[src/rtl/uart_tx_arbiter.sv]
// rtl/uart_tx_arbiter.sv - round-robin byte arbiter sequencing frames onto one UART transmitter
// Optional WAIT_DONE watchdog enabled by defining UART_TX_ARB_TIMEOUT_EN.
module uart_tx_arbiter #(
    parameter int NUM_REQ        = 4,
    parameter int DATA_BITS      = 8,
    parameter int TIMEOUT_CYCLES = 200_000,
    localparam int GW            = (NUM_REQ > 1) ? $clog2(NUM_REQ) : 1
) (
    input  logic                         PCLK,
    input  logic                         PRESETn,
    input  logic                         arb_en,
    input  logic [NUM_REQ-1:0]           req_valid,
    input  logic [NUM_REQ*DATA_BITS-1:0] req_data,
    output logic [NUM_REQ-1:0]           req_ready,
    output logic                         tx_en,
    output logic [DATA_BITS-1:0]         tx_data,
    input  logic                         tx_busy,
    input  logic                         tx_done,
    output logic [GW-1:0]                grant_id,
    output logic                         active,
    output logic                         timeout_err
);

    typedef enum logic [1:0] {IDLE, LAUNCH, WAIT_DONE} state_t;

    state_t               state_q, state_d;
    logic [GW-1:0]        ptr_q, ptr_d;
    logic [GW-1:0]        grant_id_q, grant_id_d;
    logic [GW-1:0]        win_idx, cand;
    logic                 win_found;
    logic [NUM_REQ-1:0]   req_ready_q, req_ready_d;
    logic [DATA_BITS-1:0] tx_data_q, tx_data_d;
    logic                 tx_en_q, tx_en_d;
    logic                 active_q, active_d;
    logic                 timeout_err_q, timeout_err_d;
    logic                 limit_hit;

    // First pending requester at or above ptr, wrapping modulo NUM_REQ.
    always_comb begin
        win_found = 1'b0;
        win_idx   = '0;
        cand      = '0;
        for (int k = 0; k < NUM_REQ; k++) begin
            cand = GW'((int'(ptr_q) + k) % NUM_REQ);
            if (!win_found && req_valid[cand]) begin
                win_found = 1'b1;
                win_idx   = cand;
            end
        end
    end

`ifdef UART_TX_ARB_TIMEOUT_EN
    logic [31:0] wd_cnt_q, wd_cnt_d;

    always_comb begin
        wd_cnt_d = wd_cnt_q;
        if (state_q == LAUNCH) begin
            wd_cnt_d = '0;
        end else if (state_q == WAIT_DONE && !tx_done) begin
            wd_cnt_d = wd_cnt_q + 32'd1;
        end
    end

    assign limit_hit = (state_q == WAIT_DONE) && !tx_done &&
                       (wd_cnt_q == 32'(TIMEOUT_CYCLES - 1));

    always_ff @(posedge PCLK or negedge PRESETn) begin
        if (!PRESETn) begin
            wd_cnt_q <= '0;
        end else begin
            wd_cnt_q <= wd_cnt_d;
        end
    end
`else
    assign limit_hit = 1'b0;
`endif

    always_comb begin
        state_d       = state_q;
        ptr_d         = ptr_q;
        grant_id_d    = grant_id_q;
        tx_data_d     = tx_data_q;
        req_ready_d   = '0;
        tx_en_d       = 1'b0;
        timeout_err_d = 1'b0;
        case (state_q)
            IDLE: begin
                if (arb_en && !tx_busy && win_found) begin
                    state_d              = LAUNCH;
                    grant_id_d           = win_idx;
                    tx_data_d            = req_data[int'(win_idx)*DATA_BITS +: DATA_BITS];
                    ptr_d                = GW'((int'(win_idx) + 1) % NUM_REQ);
                    tx_en_d              = 1'b1;
                    req_ready_d[win_idx] = 1'b1;
                end
            end
            LAUNCH: state_d = WAIT_DONE;
            WAIT_DONE: begin
                // A completion on the limit cycle takes priority over the watchdog.
                if (tx_done) begin
                    state_d = IDLE;
                end else if (limit_hit) begin
                    state_d       = IDLE;
                    timeout_err_d = 1'b1;
                end
            end
            default: state_d = IDLE;
        endcase
        active_d = (state_d != IDLE);
    end

    always_ff @(posedge PCLK or negedge PRESETn) begin
        if (!PRESETn) begin
            state_q       <= IDLE;
            ptr_q         <= '0;
            grant_id_q    <= '0;
            tx_data_q     <= '0;
            req_ready_q   <= '0;
            tx_en_q       <= 1'b0;
            active_q      <= 1'b0;
            timeout_err_q <= 1'b0;
        end else begin
            state_q       <= state_d;
            ptr_q         <= ptr_d;
            grant_id_q    <= grant_id_d;
            tx_data_q     <= tx_data_d;
            req_ready_q   <= req_ready_d;
            tx_en_q       <= tx_en_d;
            active_q      <= active_d;
            timeout_err_q <= timeout_err_d;
        end
    end

    assign req_ready   = req_ready_q;
    assign tx_en       = tx_en_q;
    assign tx_data     = tx_data_q;
    assign grant_id    = grant_id_q;
    assign active      = active_q;
    assign timeout_err = timeout_err_q;

endmodule
[config.mk]
export PLATFORM = sky130hd
export DESIGN_NAME = uart_tx_arbiter
export DESIGN_NICKNAME = d
export VERILOG_FILES = /design/src/rtl/uart_tx_arbiter.sv
export SDC_FILE = /design/constraint.sdc
export NUM_CORES = 1
export LEC_CHECK = 0
export ABC_AREA = 1
export CAP_MARGIN = 10
export CORE_MARGIN = 2
export CORE_UTILIZATION = 49
export CTS_BUF_LIST = sky130_fd_sc_hd__clkbuf_4 sky130_fd_sc_hd__clkbuf_8
export DETAILED_ROUTE_END_ITERATION = 16
export GPL_TIMING_DRIVEN = 1
export MAX_ROUTING_LAYER = met4
export PLACE_DENSITY_LB_ADDON = 0.25
export SYNTH_ARGS = -nofsm -noshare
export SYNTH_HDL_FRONTEND = slang
export SYNTH_SLANG_ARGS = --single-unit
[constraint.sdc]
create_clock -name PCLK -period 5.2 [get_ports PCLK]
set_clock_uncertainty 0.1 [all_clocks]
set_input_delay 1.56 -clock PCLK [delete_from_list [all_inputs] [get_ports PCLK]]
set_output_delay 1.56 -clock PCLK [all_outputs]
set_load 0.005 [all_outputs]
=== After elaboration in Yosys (flattened, before gate mapping) ===
Cells that the tools add are included.

* Register bits: 20
* Bits in latches: 0
* RAM bits: 0
* Bits in read-only memories: 0
* Input port bits: 41
* Output and inout port bits: 17
* Word-level logic and storage cells: 58
* Memories: 0

* $add $sub $neg: 4
* $mul: 0
* Divide/modulo/power cells: 0
* Order comparisons: 6
* Equality and inequality tests: 2
* Shift operators: 1
* Muxes and demuxes: 25
* Bitwise logic cells: 0
* Reductions and logical operators: 13

{| class="wikitable"
|+ Operators by type and width
! kind !! count
|-
| 32-bit by 6-bit indexed part select with 8-bit output || 1
|-
| 2-bit by 3-bit < comparator with 1-bit output, second input constant || 5
|-
| 2-bit two-way mux || 6
|-
| 1-bit two-way mux || 11
|-
| 1-bit binary-select mux with 2-bit select || 4
|-
| 4-bit two-way mux || 2
|-
| 1-bit logical AND || 6
|-
| 2-bit one-hot mux with 3 select lines || 1
|-
| 2-bit by 1-bit adder with 2-bit output, second input constant || 2
|-
| 2-bit adder, second input constant || 2
|-
| 1-bit logical NOT || 4
|-
| 1-bit demux with 2-bit select || 1
|-
| 2-bit by 1-bit == test with 1-bit output, second input constant || 1
|-
| 2-bit == test, second input constant || 1
|-
| 2-bit by 1-bit greater-or-equal comparator with 1-bit output, second input constant || 1
|-
| 2-bit logical NOT || 1
|-
| 2-bit AND reduction || 1
|-
| 2-bit nonzero test || 1
|}

=== Depth between registers and ports, before layout ===
Gate-level depths: netlist of the first run.

* Depth in word-level cells: 18
* Mapped depth: 16
* Gate-level depth less buffers: 14

=== Least setup slack after synthesis of the first run ===
Ideal clock, no wire load.

* Kind: input to register
* Start: input port req_valid[3]
* End: register ptr_q[1]
* Setup time: 0.123 ns
* Arrival: 2.738 ns
* Data required time: 4.977 ns
* Slack: 2.239 ns
* Stages: 12
* Buffers on the path: 1
* Cells stage by stage: inv_1 -> nand2_1 -> nand3_1 -> nand2_1 -> nor2_4 -> nand3_4 -> nand3_2 -> buf_6 -> inv_2 -> ha_1 -> nand2_1 -> o21ai_1

* Elaborated cells between the ends (all ways): 25
* Classes of those cells: add/sub (1); mux (16); reduce/logical (8)

{| class="wikitable"
|+ RTL lines
! element !! RTL line !! source
|-
| start, declared || 12 || <nowiki>input logic [NUM_REQ-1:0] req_valid,</nowiki>
|-
| 1-bit binary-select mux with 2-bit select || 45 || <nowiki>if (!win_found && req_valid[cand]) begin</nowiki>
|-
| 1-bit two-way mux (not written as such) || 45 ||
|-
| 1-bit two-way mux || 45 ||
|-
| 1-bit logical NOT || 45 ||
|-
| 1-bit logical AND || 45 ||
|-
| 1-bit two-way mux || 45 ||
|-
| 1-bit logical NOT || 45 ||
|-
| 1-bit logical AND || 45 ||
|-
| 1-bit two-way mux || 45 ||
|-
| 1-bit logical NOT || 45 ||
|-
| 1-bit logical AND || 45 ||
|-
| 2-bit two-way mux (*) || 45 ||
|-
| named net win_idx[0] || 29 || <nowiki>logic [GW-1:0] win_idx, cand;</nowiki>
|-
| 2-bit by 1-bit adder with 2-bit output (*) || 92 || <nowiki>ptr_d = GW'((int'(win_idx) + 1) % NUM_REQ);</nowiki>
|-
| end signal, assigned || 124 || <nowiki>ptr_q <= ptr_d;</nowiki>
|-
| end, declared || 27 || <nowiki>logic [GW-1:0] ptr_q, ptr_d;</nowiki>
|}

Mark *: on every way through the listed nets, which the timed path passes. The rest lies on a longest branch. The select of a mux whose other input is x is not followed.
A chain may end at the register's enable or synchronous reset.

=== Final worst setup path of the first run ===
* Start: input port req_valid[1]
* End: register ptr_q[1]

The elaborated chain is that of the path after synthesis.

==> impl_metrics.toml, run 1 <==
[synthesis]
syn_inst = 233
synth_top_family_by_area = "simple AND/OR/NAND/NOR gates"
synthAdderAreaFrac_pct = 3.31
synth_xor_area_share_pct = 0
synth.distinct_cells = 22
avgSynthCellArea_um2 = 6.48
syn_nets = 278
synth-compound-area-share_pct = 2.49
yosysWarnings = 0
synthMuxAreaShare_pct = 0
synth_seq_cells = 20
yosys.area_share.simple_pct = 43.2
synth_area_um2 = 1510
ys_seq_area_share_pct = 33.1

[worst_setup_path]
r2r_setup_slack_ns = 2.63
r2r-end = "ptr_q[1]"
slowest_delay_ns = 0.41
r2r_start = "ptr_q[0]"
start_kind = "primary input"
critPathRequiredTime_ns = 5.29
path_max_fanout = 21
path_cells = "clkdlybuf4s50_1 > inv_1 > nand2_1 > nand3_1 > nand2_1 > inv_1 > nand2_1 > nand2_2 > nand3_2 > inv_2 > ha_1 > nand2_1 > o21ai_1"
critical_path.startpoint = "req_valid[1]"
r2r_cells = 12
worstPathArrival_ns = 3.72
setup.worst_path.end = "ptr_q[1]"
cp_slowest_cell = "clkdlybuf4s50_1"
worstSetupPathType = "in2reg"
cp_common_cell = "nand2_1"
end_kind = "register"

[clock_network]
clk_pin_slew_worst_paths_ns = 0.10
clock-root-buffer = "clkbuf_4"
hold_buffers = 0
clk_path_buf_depth = 2
cts_tree = "built"
cts_buffers = 3
cts_resized = 0
cts_max_level = 1
post_cts_buffers = 0
clock_sinks = 20
clk_latency_ns = 0.29

[placed_design]
dp_hpwl_mm = 2.53
gp_congestion = 0.948
portBuffers = 56
placed_area_um2 = 2020
place_ws_ns = 1.22

[die]
core_area_um2 = 3000
die_width_um = 59.5
initial_utilization_pct = 50.3
die_y_um = 59.5
rows = 20
ios = 58
die_area_um2 = 3540

[layout]
layout_common_cells = "nand2_1 (90), clkdlybuf4s50_1 (56), inv_1 (42), nand3_1 (23), dfrtp_1 (20)"
stdcell_area_um2 = 2050
final_common_cell = "nand2_1"
regArea_um2 = 500
diodes = 0
final_nets = 328
fillers = 253
drive_gt1_share_pct = 5.34
areaGrowthSynthToFinish_pct = 35.5
multiInputGateArea_um2 = 744

[outcome]
run_status = "completed"

[global_route]
met3_usage_pct = 2.84
busiest_layer = "met2"
overflow = 0
antenna_found_initial = 0
grt_max_degree = 22
first_global_vias = 1317
grtUsageMet1_pct = 24.8
grt_pass1_wl_mm = 5.33
grt.total_usage_pct = 19.9
use_met2_pct = 33.1

[routing]
firstDrtPassIters = 4
ant_nets = 0
drt_iter0_drc = 55
wl_mm = 3.23
vias = 1515
drc = 0
via_per_inst = 4.82
wl_per_cell_um = 10.3

[timing]
setup_viol = 0
max_freq_mhz = 275
worst_slack_ns = 1.57
drv_slew = 0
fin_setup_tns_ns = 0
tightest_slew_ns = 0.831
fin_crit_ns = 3.63
fin_crit_sh_pct = 69.9
slew_headroom_pct = 44.4
report.final.hold_viol_count = 0
rsz0062_at_grt = "no"

[min_path]
hold_class = "reg2reg"

[power]
ir_drop_mv = 0.570
leakagePower_nw = 1.14
power_density_nw_per_um2 = 595
power_w = 0.00122

[run]
maxCapViolCount = 0
[power breakdown]
group | switching, W | internal [W] | leakage [nW] | total, W
logic | 0.000546 | 0.000338 | 0.867 | 0.000884
registers | 0.0000454 | 0.000217 | 0.257 | 0.000262
clock network | 0.0000439 | 0.0000270 | 0.0138 | 0.0000709
total | 0.000635 | 0.000582 | 1.14 | 0.00122
[kinds of logic after synthesis]
logic type	count (synthesis)
AO/OA/AOI/OAI	7
adder cells (fa/ha/maj)	4
buffers and inverters	57
flip-flops	20
other	1
AND/OR/NAND/NOR	144
[layout make-up]
type	instances	area share [%]
Inverter	46	8.68
Timing Repair Buffer	56	27.4
Multi-Input combinational cell	156	36.4
Sequential cell	20	24.4
Clock buffer	3	1.10
Tap cell	33	2.02
[per-layer routing]
layer	part of all wire, %	up-vias
met4	1.3	0
met2	48	53
met3	5.3	5
met1	45	651
met5	0	-
li1	-	806
[cell usage after synthesis, drive strengths merged]
cell | count | area (µm²)
and3b | 1 | 8.76
buf | 11 | 87.6
conb | 1 | 3.75
dfrtp | 20 | 500
ha | 4 | 50.1
inv | 46 | 178
nand2 | 93 | 357
nand3 | 26 | 153
nand4 | 14 | 87.6
nor2 | 10 | 47.6
o21a | 1 | 7.51
o21ai | 6 | 30.0
[per-stage QoR]
stage,utilization (%),instances,hold WS [ns]
final,68.2,314,0.392
after global routing,68.2,314,0.424
after CTS,68.2,314,0.398
after detailed placement,67.4,311,0.372
after global placement,67.4,311,0.374
after floorplan,-,233,0.372
[worst max-delay path: cells and delay by family]
family          cells  cell delay, ns
buf+inv             4            0.80
fa+ha+maj           1            0.26
compound gates      1            0.06
simple gates        7            1.04
[flip-flops by register name, summed over array words and instances (netlist names)]
register / flops
active: 1
grant_id: 2
ptr_q: 2
req_ready: 4
state_q: 2
tx_data: 8
tx_en: 1
[worst min path at each step]
stage / slack, ns / end / start / cells after the start
floorplan: 0.37 / tx_data[0] / tx_data[0] / 2
global placement: 0.37 / grant_id[0] / grant_id[0] / 2
detailed placement: 0.37 / tx_data[5] / tx_data[5] / 2
CTS: 0.40 / tx_data[5] / tx_data[5] / 2
global route: 0.42 / grant_id[0] / grant_id[0] / 2
finish: 0.39 / tx_data[5] / tx_data[5] / 2
(Power assumes the default switching activity.)
==> run 2, diff against run 1 <==
--- a/config.mk
+++ b/config.mk
@@ -8,7 +8,7 @@
 export ABC_AREA = 1
 export CAP_MARGIN = 10
 export CORE_MARGIN = 2
-export CORE_UTILIZATION = 49
+export CORE_UTILIZATION = 45
 export CTS_BUF_LIST = sky130_fd_sc_hd__clkbuf_4 sky130_fd_sc_hd__clkbuf_8
 export DETAILED_ROUTE_END_ITERATION = 16
 export GPL_TIMING_DRIVEN = 1
==> constraint.sdc (replaced) <==
create_clock -name PCLK -period 3.44 [get_ports PCLK]
set_clock_uncertainty 0.1 [all_clocks]
set_input_delay 1.032 -clock PCLK [delete_from_list [all_inputs] [get_ports PCLK]]
set_output_delay 1.032 -clock PCLK [all_outputs]
set_load 0.005 [all_outputs]
==> impl_metrics.toml, run 2 (synthesis results as in run 1) <==
[die]
initial_utilization_pct = 46.0
rows = 21
die_area_um2 = 3840
ios = 58
die_width_um = 61.9
core_area_um2 = 3280
die_y_um = 61.9

[global_route]
antenna_found_initial = 0
grt_max_degree = 21
grt_pass1_wl_mm = 5.38
first_global_vias = 1291
overflow = 0
grt.total_usage_pct = 19.0

[clock_network]
clk_pin_slew_worst_paths_ns = 0.11
cts_buffers = 3
clock-root-buffer = "clkbuf_4"
hold_buffers = 0
post_cts_buffers = 0
clock_sinks = 20
cts_max_level = 1
cts_resized = 0
clk_latency_ns = 0.30
cts_tree = "built"
clk_path_buf_depth = 2

[worst_setup_path]
worstPathArrival_ns = 2.91
critPathRequiredTime_ns = 3.53
path_max_fanout = 9
end_kind = "register"
start_kind = "primary input"
worstSetupPathType = "in2reg"

[routing]
drt_iter0_drc = 87
firstDrtPassIters = 4
wl_mm = 3.35
via_per_inst = 4.66
drc = 0
wl_per_cell_um = 10.0
ant_nets = 0
vias = 1555

[timing]
drv_slew = 0
rsz0062_at_grt = "no"
slew_headroom_pct = 43.8
max_freq_mhz = 355
setup_viol = 0
tightest_slew_ns = 0.840
fin_setup_tns_ns = 0
fin_crit_ns = 2.82
fin_crit_sh_pct = 81.9
report.final.hold_viol_count = 0

[placed_design]
portBuffers = 56
dp_hpwl_mm = 2.64
dp_cells = 330
gp_congestion = 0.854

[layout]
diodes = 0
layout_common_cells = "nand2_1 (90), clkdlybuf4s50_1 (56), inv_1 (42), nand3_1 (23), dfrtp_1 (20)"
largest_reg_flops = 8
areaGrowthSynthToFinish_pct = 41.6
final_nets = 334
final_core_util_pct = 65.1
instances_no_fill = 334
final_common_cell = "nand2_1"
drive_gt1_share_pct = 7.64

[min_path]
hold_class = "reg2reg"

[run]
maxCapViolCount = 0

[outcome]
run_status = "completed"

[power]
power_density_nw_per_um2 = 941
ir_drop_mv = 0.443
leakagePower_nw = 1.18
[run 2: area by class of cell]
type	count	area (µm²)
Fill cell	314	1150
Multi-Input combinational cell	156	744
Timing Repair Buffer	62	606
Sequential cell	20	500
Inverter	46	178
Tap cell	46	57.6
Clock inverter	1	30.0
Clock buffer	3	22.5
[run 2: report_power, final]
part | leakage (nW) | internal [W] | switching (W) | total [W]
registers | 0.257 | 0.000328 | 0.0000699 | 0.000398
clock network | 0.0279 | 0.000118 | 0.0000712 | 0.000189
logic | 0.894 | 0.000578 | 0.000847 | 0.00142
[run 2: path summary, 6_finish.rpt]
check / startpoint / end / slack [ns] / depth (start not counted)
hold / removal: grant_id[0] / grant_id[0] / 0.39 / 2
setup / recovery: req_valid[3] / ptr_q[1] / 0.62 / 13
min in group asynchronous: PRESETn / state_q[1] / 1.10 / 1
max in group asynchronous: PRESETn / tx_en / 1.62 / 1
setup reg to reg: ptr_q[0] / ptr_q[1] / 1.13 / 13
hold reg to reg: grant_id[0] / grant_id[0] / 0.39 / 2
[run 2: critical path: stages]
cell	delay (ns)
clkdlybuf4s50_1	0.41
inv_1	0.08
nand2_1	0.07
nand3_1	0.13
nand2_1	0.11
nor2_4	0.18
nand3_1	0.09
nand3_1	0.08
nand2_1	0.17
inv_2	0.20
ha_1	0.25
nand2_1	0.06
o21ai_1	0.05
[run 2: layer usage]
metal	routed length, µm	share of wire (%)	track usage [%]
met5	0	0	-
met4	48	1.4	5.47
met3	190	5.7	1.66
met2	1540	46	30.8
met1	1570	47	25.2
[run 2: through the flow]
step / hold slack, ns / setup WS (ns) / total power (W) / instance area [µm²]
2_1_floorplan: 0.372 / 1.01 / 0.00145 / 1510
3_3_place_gp: 0.365 / 0.357 / 0.00180 / 2090
3_5_place_dp: 0.373 / 0.296 / 0.00182 / 2090
4_1_cts: 0.401 / 0.618 / 0.00202 / 2140
5_1_grt: 0.415 / 0.404 / 0.00225 / 2140
6_report: 0.393 / 0.622 / 0.00201 / 2140
==> run 3, diff against run 2 <==
==> constraint.sdc (replaced) <==
create_clock -name PCLK -period 2.85 [get_ports PCLK]
set_clock_uncertainty 0.1 [all_clocks]
set_input_delay 0.855 -clock PCLK [delete_from_list [all_inputs] [get_ports PCLK]]
set_output_delay 0.855 -clock PCLK [all_outputs]
set_load 0.005 [all_outputs]
==> impl_metrics.toml, run 3 (synthesis results as in run 1) <==
[outcome]
run_status = "completed"

[timing]
report.final.hold_viol_count = 0
fin_setup_tns_ns = 0
fin_crit_ns = 2.47
setup_viol = 0
fin_crit_sh_pct = 86.6
max_freq_mhz = 405
drv_slew = 0
rsz0062_at_grt = "no"

[power]
intPower_w = 0.00129
netSwitchingPower_w = 0.00123
power_density_nw_per_um2 = 1170
switching_share_pct = 48.9
ir_drop_mv = 0.527
power_frac_comb_pct = 74.8
clockPowerShare_pct = 6.2
leakagePower_nw = 1.20
pwr-share-seq_pct = 18.9

[layout]
fillers = 301
instances_no_fill = 338
largest_reg_flops = 8
layout_common_cells = "nand2_1 (90), clkdlybuf4s50_1 (56), inv_1 (42), nand3_1 (23), dfrtp_1 (20)"
final_common_cell = "nand2_1"
areaGrowthSynthToFinish_pct = 43.3
final_nets = 338
drive_gt1_share_pct = 8.90
diodes = 0

[clock_network]
cts_tree = "built"
clk_pin_slew_worst_paths_ns = 0.11
hold_buffers = 0
cts_resized = 0
clk_latency_ns = 0.29
clk_path_buf_depth = 2
clock-root-buffer = "clkbuf_4"
cts_buffers = 3
cts_max_level = 1
clock_sinks = 20
post_cts_buffers = 0

[die]
core_area_um2 = 3280
die_width_um = 61.9
ios = 58
die_area_um2 = 3840
die_y_um = 61.9
initial_utilization_pct = 46.0
rows = 21

[routing]
wl_per_cell_um = 10.1
wl_mm = 3.42
firstDrtPassIters = 4
drc = 0
vias = 1582
drt_iter0_drc = 76
via_per_inst = 4.68
ant_nets = 0

[placed_design]
gp_congestion = 0.914
dp_hpwl_mm = 2.67
dp_cells = 334
portBuffers = 56

[worst_setup_path]
r2r_start = "ptr_q[0]"
start_kind = "primary input"
slowest_delay_ns = 0.42
critPathRequiredTime_ns = 2.98
end_kind = "register"
path_cells = "clkdlybuf4s50_1 > inv_1 > nand2_1 > nand3_1 > nand2_1 > nor2_4 > nand3_1 > nand3_1 > nand2_1 > inv_2 > buf_4 > nand3_1 > nand2_1 > nand2_1 > nand2_1"
cp_slowest_cell = "clkdlybuf4s50_1"
worstPathArrival_ns = 2.60
critical_path.startpoint = "req_valid[1]"
r2r_setup_slack_ns = 0.74
cp_common_cell = "nand2_1"
path_max_fanout = 6
worstSetupPathType = "in2reg"

[global_route]
overflow = 0
grt_pass1_wl_mm = 5.52
first_global_vias = 1313
grt.total_usage_pct = 19.2
grt_max_degree = 21
antenna_found_initial = 0

[min_path]
hold_class = "reg2reg"
hp-start = "tx_data[6]"

[run]
maxCapViolCount = 0
-- run 3: cell count changes in the layout (fill, tap and decap cells not counted) --
cell,change
buf_4,+3
clkbuf_8,+1
buf_12,+1
bufinv_16,-1
-- run 3: stage by stage --
step	total power (W)	utilization, %	worst slack (ns)	hold slack [ns]	cell area, µm²
5_1_grt	0.00278	65.9	0.214	0.410	2160
3_5_place_dp	0.00234	64.8	0.0918	0.370	2130
6_report	0.00252	65.9	0.383	0.392	2160
4_1_cts	0.00250	65.9	0.401	0.396	2160
3_3_place_gp	0.00230	64.8	0.147	0.365	2130
2_1_floorplan	0.00175	-	0.594	0.372	1510
-- run 3: final timing paths --
path	to	cells past startpoint
max in group asynchronous	grant_id[0]	2
worst max register to register	tx_data[5]	15
worst min-delay path	tx_data[6]	2
worst max-delay path	tx_data[5]	15
worst min register to register	tx_data[6]	2
min in group asynchronous	state_q[1]	2
-- run 3: worst max-delay path: cells and delay by family --
kind / cells / cell delay (ns)
buf+inv: 4 / 0.77
simple gates: 11 / 0.97
-- run 3: power groups by stage --
stage	registers, W	logic (W)	clock network (W)
final	0.000478	0.00189	0.000158
after global routing	0.000492	0.00212	0.000170
after CTS	0.000477	0.00187	0.000157
after detailed placement	0.000483	0.00186	0
after global placement	0.000482	0.00182	0
after floorplan	0.000462	0.00129	0
-- run 3: area by class of cell --
type | instances | area (µm²) | share of cell area, %
multi-input combinational | 156 | 744 | 34.4
inverter | 46 | 178 | 8.21
timing repair buffer | 66 | 648 | 29.9
clock buffer | 4 | 36.3 | 1.68
tap | 46 | 57.6 | 2.66
sequential | 20 | 500 | 23.1
-- run 3: layer usage --
layer | up-vias | share of wire, % | global-route usage, %
met2 | 67 | 45 | 30.4
met1 | 687 | 47 | 26.6
met4 | 0 | 0.76 | 5.17
met5 | - | 0 | -
li1 | 826 | - | -
met3 | 2 | 7.2 | 1.24
